`src/rtl/fir_frame_sequencer_if.sv`:
```
// Stream bundle for the FIR frame sequencer: upstream sample handshake plus tagged output.
// Input handshake: a sample transfers on a rising clk edge where s_valid & s_ready; s_last is qualified by it.
interface fir_frame_sequencer_if #(
  parameter int DW = 16
);
  logic          s_valid;
  logic          s_ready;
  logic [DW-1:0] s_data;
  logic          s_last;
  logic          m_valid;
  logic [DW-1:0] m_data;
  logic          m_last;

  modport master (
    output s_valid, s_data, s_last,
    input  s_ready, m_valid, m_data, m_last
  );

  modport slave (
    input  s_valid, s_data, s_last,
    output s_ready, m_valid, m_data, m_last
  );
endinterface

```
`src/rtl/fir_frame_sequencer.sv`:
```
// Frame controller for an N-tap FIR: clears the delay line per frame, streams samples,
// flushes the tail with TAPS-1 zeros and tags filter outputs with valid/last.
module fir_frame_sequencer #(
  parameter int TAPS = 8,
  parameter int DW   = 16,
  parameter int LAT  = 1
) (
  input  logic                 clk,
  input  logic                 rst,
  fir_frame_sequencer_if.slave bus,
  output logic                 fir_rst,
  output logic [DW-1:0]        fir_data_in,
  input  logic [DW-1:0]        fir_data_out,
  output logic                 busy,
  output logic                 err_underrun,
  output logic [15:0]          frame_cnt,
  output logic [2:0]           dbg_state
);

  typedef enum logic [2:0] {
    IDLE   = 3'd0,
    CLEAR  = 3'd1,
    STREAM = 3'd2,
    FLUSH  = 3'd3,
    DRAIN  = 3'd4
  } state_t;

  localparam int FCW = (TAPS > 2) ? $clog2(TAPS - 1) : 1;
  localparam logic [FCW-1:0] FLUSH_INIT = FCW'((TAPS >= 2) ? TAPS - 2 : 0);

  state_t          state, state_n;
  logic [FCW-1:0]  flush_cnt;
  logic [LAT:0]    tag_v;
  logic [LAT:0]    tag_l;

  logic            s_ready;
  logic            hs;
  logic            issue;
  logic [DW-1:0]   issue_data;
  logic            issue_last;
  logic            load_flush;
  logic            dec_flush;
  logic            set_err;
  logic            clear_err;
  logic            done;
  logic            m_valid;
  logic            m_last;

  assign hs = bus.s_valid & s_ready;

  always_comb begin
    state_n    = state;
    s_ready    = 1'b0;
    issue      = 1'b0;
    issue_data = '0;
    issue_last = 1'b0;
    load_flush = 1'b0;
    dec_flush  = 1'b0;
    set_err    = 1'b0;
    clear_err  = 1'b0;
    done       = 1'b0;
    case (state)
      IDLE: begin
        if (bus.s_valid) state_n = CLEAR;
      end
      CLEAR: begin
        clear_err = 1'b1;
        state_n   = STREAM;
      end
      STREAM: begin
        // A cycle without a handshake still issues a zero: the filter has no enable.
        s_ready = 1'b1;
        issue   = 1'b1;
        if (hs) begin
          issue_data = bus.s_data;
          if (bus.s_last) begin
            if (TAPS == 1) begin
              issue_last = 1'b1;
              state_n    = DRAIN;
            end else begin
              load_flush = 1'b1;
              state_n    = FLUSH;
            end
          end
        end else begin
          set_err = 1'b1;
        end
      end
      FLUSH: begin
        issue     = 1'b1;
        dec_flush = 1'b1;
        if (flush_cnt == '0) begin
          issue_last = 1'b1;
          state_n    = DRAIN;
        end
      end
      DRAIN: begin
        if (m_last) begin
          done    = 1'b1;
          state_n = IDLE;
        end
      end
      default: state_n = IDLE;
    endcase
  end

  always_ff @(posedge clk) begin
    if (rst) begin
      state        <= IDLE;
      fir_data_in  <= '0;
      flush_cnt    <= '0;
      err_underrun <= 1'b0;
      frame_cnt    <= '0;
      tag_v        <= '0;
      tag_l        <= '0;
    end else begin
      state       <= state_n;
      fir_data_in <= issue ? issue_data : '0;
      if (load_flush) flush_cnt <= FLUSH_INIT;
      else if (dec_flush && flush_cnt != '0) flush_cnt <= flush_cnt - 1'b1;
      if (clear_err) err_underrun <= 1'b0;
      else if (set_err) err_underrun <= 1'b1;
      if (done) frame_cnt <= frame_cnt + 16'd1;
      // Tag stage 0 lines up with fir_data_in; stage LAT lines up with fir_data_out.
      tag_v <= {tag_v[LAT-1:0], issue};
      tag_l <= {tag_l[LAT-1:0], issue_last};
    end
  end

  assign m_valid     = tag_v[LAT];
  assign m_last      = tag_v[LAT] & tag_l[LAT];
  assign bus.s_ready = s_ready;
  assign bus.m_valid = m_valid;
  assign bus.m_last  = m_last;
  assign bus.m_data  = m_valid ? fir_data_out : '0;
  assign fir_rst     = rst | (state == CLEAR);
  assign busy        = (state != IDLE);
  assign dbg_state   = state;

endmodule

```
`src/flat_wrapper.sv`:
```
// flat-port wrapper written by rule: the top's interface ports become plain ports
module fir_frame_sequencer_flat 
#(
  parameter int TAPS = 8,
  parameter int DW   = 16,
  parameter int LAT  = 1
)
  (clk, rst, fir_rst, fir_data_in, fir_data_out, busy, err_underrun, frame_cnt, dbg_state, bus_s_valid, bus_s_data, bus_s_last, bus_s_ready, bus_m_valid, bus_m_data, bus_m_last);
  fir_frame_sequencer_if #(.DW(DW)) bus_i ();
  input  logic clk;
  input  logic rst;
  output logic fir_rst;
  output logic [DW-1:0] fir_data_in;
  input  logic [DW-1:0] fir_data_out;
  output logic busy;
  output logic err_underrun;
  output logic [15:0] frame_cnt;
  output logic [2:0] dbg_state;
  input wire logic [$bits(bus_i.s_valid)-1:0] bus_s_valid;
  input wire logic [$bits(bus_i.s_data)-1:0] bus_s_data;
  input wire logic [$bits(bus_i.s_last)-1:0] bus_s_last;
  output wire logic [$bits(bus_i.s_ready)-1:0] bus_s_ready;
  output wire logic [$bits(bus_i.m_valid)-1:0] bus_m_valid;
  output wire logic [$bits(bus_i.m_data)-1:0] bus_m_data;
  output wire logic [$bits(bus_i.m_last)-1:0] bus_m_last;
  assign bus_i.s_valid = bus_s_valid;
  assign bus_i.s_data = bus_s_data;
  assign bus_i.s_last = bus_s_last;
  assign bus_s_ready = bus_i.s_ready;
  assign bus_m_valid = bus_i.m_valid;
  assign bus_m_data = bus_i.m_data;
  assign bus_m_last = bus_i.m_last;
  fir_frame_sequencer #(.TAPS(TAPS), .DW(DW), .LAT(LAT)) u_core (.clk(clk), .rst(rst), .bus(bus_i), .fir_rst(fir_rst), .fir_data_in(fir_data_in), .fir_data_out(fir_data_out), .busy(busy), .err_underrun(err_underrun), .frame_cnt(frame_cnt), .dbg_state(dbg_state));
endmodule
```
`config.mk`:
```
export PLATFORM = sky130hd
export DESIGN_NAME = fir_frame_sequencer_flat
export DESIGN_NICKNAME = d
export VERILOG_FILES = /design/src/rtl/fir_frame_sequencer_if.sv /design/src/rtl/fir_frame_sequencer.sv /design/src/flat_wrapper.sv
export SDC_FILE = /design/constraint.sdc
export NUM_CORES = 1
export LEC_CHECK = 0
export ABC_AREA = 1
export ABC_CLOCK_PERIOD_IN_PS = 1300
export CORE_UTILIZATION = 37
export CTS_CLUSTER_SIZE = 28
export DETAILED_ROUTE_END_ITERATION = 10
export DONT_BUFFER_PORTS = 1
export PLACE_DENSITY = 0.52
export SETUP_SLACK_MARGIN = 0.4
export SYNTH_ARGS = -nofsm -noshare
export SYNTH_HDL_FRONTEND = slang
export SYNTH_SLANG_ARGS = --single-unit
```
`constraint.sdc`:
```
create_clock -name clk -period 1.3 [get_ports clk]
set_clock_uncertainty 0.2 [all_clocks]
set_input_delay 0.13 -clock clk [delete_from_list [all_inputs] [get_ports clk]]
set_output_delay 0.13 -clock clk [all_outputs]
set_load 0.05 [all_outputs]
```
==> impl_metrics.csv <==
group,metric,value,unit
power,ir_worst_vdd,0.00105,V
finish,drive_gt1_frac,0.571,
timing,hold_violations,14,
drt,drt_iter0_drc,33,
grt,grt.met1_usage,0.217,
clocking,ctsRootBufferMaster,"clkbuf_8",
worst_setup_path,path_max_fanout,4,
grt,grt_use_met3,0.0608,
clocking,cts_tree,"built",
drt,via_count,2011,
timing,setup_violations,62,
clocking,clock_latency,300,ps
grt,grt_pass1_wl,7820,µm
grt,antenna_found_initial,0,
clocking,ctsHoldBuffers,16,
placed_design,gp_congestion,0.803,
yosys,postSynthCellCount,290,
worst_setup_path,crit_type,"register to output port",
clocking,path_clk_slew,90,ps
yosys,async_reset_ff_frac,0,
grt,gr-usage-all-layers,0.184,
timing,rsz0062_at_grt,"true",
worst_setup_path,critPathMaxStageDelay,410,ps
worst_setup_path,cp.required,970,ps
yosys,yosysSeqAreaShare,0.431,
grt,grt_max_degree,17,
placed_design,dp.cells,401,
power,switchingPower,2.00,mW
power,seqPwrFrac,0.333,
clocking,clockBufferDepth,2,
yosys,yosysWarnings,0,
power,p_clk_frac,0.189,
yosys,synth_top_flop_cell,"dfxtp_1",
drt,wl,5380,µm
finish,syn_to_final_growth,87.9,%
timing,fmax,656,MHz
finish,final_area,3750,µm²
yosys,ys_ff_latch,43,
yosys,netlist.area_leader.share,0.431,
worst_setup_path,critical_path.slowest_cell,"dfxtp_4",
run_status,violations,"negative hold slack, negative setup slack",
floorplan,rows,26,
timing,timing.slew.headroom,0.760,
min_path,hold_path_depth,1,
finish,fin_nets,416,
run_status,status,"finished with violations",
power,combPwrFrac,0.478,
yosys,synth_edf_count,0,
clocking,numCtsBuffers,5,
worst_setup_path,critPathBufInv,3,
power,power.density,1300,nW/µm²
grt,use_met2,0.316,
floorplan,die_width,75.4,µm
job,maxCapViolCount,0,
worst_setup_path,endpoint_kind,"output port",
yosys,syn_area,2000,µm²
placed_design,placed_area,2660,µm²
drt,via_per_inst,4.49,
timing,drv_slew,0,
placed_design,port_buffers,0,
worst_setup_path,arrival,1200,ps
timing,fin_tns_setup,-8380,ps
floorplan,top_level_ports,93,
drt,wl_per_cell,12.0,µm
timing,fin_crit,1530,ps
timing,fin_hold_ws,-328,ps
grt,grt_overflow,0,
drt,drc,0,
placed_design,dp_slack,-159,ps
yosys,synth_area_leaders,"dfxtp_1, nand2_1, inv_1",
floorplan,die_h,75.4,µm
timing,worst_pin_slew,359,ps
worst_setup_path,cpLargestDelayFamily,"flip-flops",
min_path,hold_path_class,"primary input to register",
timing,period_share,1.17,
placed_design,detailed_place_hpwl,3300,µm
power,power.total,4.88,mW
yosys,synth.most_common_cell,"nand2_1",
worst_setup_path,cp_common_cell,"buf_12",
worst_setup_path,reg2regPathDepth,8,
drt,dr.pass1.iters,4,
power,power.leakage,1.62,nW
drt,drtAntennaViolNets,0,
finish,antennaDiodeCount,0,
yosys,synthTopCellsByCount,"nand2_1, inv_1, nor2_1, dfxtp_1, nand3_1",
timing,setup_slack,-225,ps
clocking,cts_max_level,2,
grt,grt_pass1_vias,1818,
floorplan,core,5140,µm²
floorplan,initial_core_util,0.388,
power,p_int,2.89,mW
yosys,synthesis.nets,329,
power,swShare,0.409,
finish,final_cells,448,
worst_setup_path,start_kind,"register",
floorplan,dieArea,5690,µm²
clocking,cts_sinks,43,
worst_setup_path,path_depth,5,
finish,fin_util,0.730,
yosys,avgSynthCellArea,6.88,µm²
yosys,synth_largest_area_cell,"dfxtp_1",
grt,busiest_layer,"met2",
yosys,synth.distinct_cells,25,
worst_setup_path,path_cells,"buf_12 -> nand2_8 -> nor2_4 -> buf_6 -> buf_12",
[repair_timing]
action | 4_1_cts | 5_1_grt
cloned | 2 | 1
endpoints found under the hold margin | 32 | 14
pin swaps | 17 | 13
setup endpoints to repair | 98 | 98
setup buffers | 16 | 4
gates resized for setup | 125 | 48
[flip-flops by register name (all words and copies together), names as in the netlist]
name	count
u_core.dbg_state	3
u_core.err_underrun	1
u_core.fir_data_in	16
u_core.flush_cnt	3
u_core.frame_cnt	16
u_core.tag_l	2
u_core.tag_v	2
[kinds of logic (layout without fill, tap and decap cells)]
logic type | after synthesis | in the layout | synth area share
DFF | 43 | 43 | 0.431
xor gates and xnor gates | 1 | 1 | 0.00439
buffers and inverters | 69 | 156 | 0.136
and+or+nand+nor | 158 | 159 | 0.366
adders and majority gates | 3 | 3 | 0.0188
AOI/OAI and AO/OA | 16 | 16 | 0.0439
[cell type report]
type | instances | area, µm²
multi-input combinational | 179 | 1260
timing repair buffer | 84 | 1010
fill | 390 | 1390
clock inverter | 3 | 26.3
tap | 70 | 87.6
clock buffer | 5 | 68.8
inverter | 64 | 315
sequential | 43 | 982
[path summary, 6_finish.rpt]
check | slack [ps] | from | to
worst min register to register | 200 | u_core.tag_v[0] | u_core.tag_v[1]
worst max-delay path | -230 | u_core.dbg_state[1] | bus_s_ready
worst max register to register | -160 | u_core.dbg_state[0] | u_core.frame_cnt[11]
worst min-delay path | -330 | rst | u_core.dbg_state[0]
[routing by layer]
layer	part of all wire	wire, µm
met1	0.43	2310
met4	0.010	55
met3	0.079	426
met5	0	0
met2	0.48	2590
[power groups by stage]
stage	clock network, mW	registers, mW	logic, mW
CTS	0.967	1.63	2.19
detailed placement	0	1.69	1.55
floorplan	0	1.85	0.868
global route	1.01	1.64	2.48
finish	0.921	1.63	2.34
global placement	0	1.69	1.54
[cells in the final DEF, fill, tap and decap left out, drive strengths merged]
| cell | n |
|---|---|
| a21oi | 10 |
| and3 | 1 |
| buf | 67 |
| clkbuf | 6 |
| clkinv | 1 |
| clkinvlp | 16 |
| dfxtp | 43 |
| dlygate4sd3 | 16 |
| ha | 3 |
| inv | 50 |
| nand2 | 76 |
| nand3 | 12 |
| nand3b | 1 |
| nand4 | 4 |
| nor2 | 59 |
| nor3 | 6 |
| o211ai | 1 |
| o21ai | 3 |
| o21bai | 2 |
| xnor2 | 1 |
Note: power is estimated with default switching activity, not from simulation.
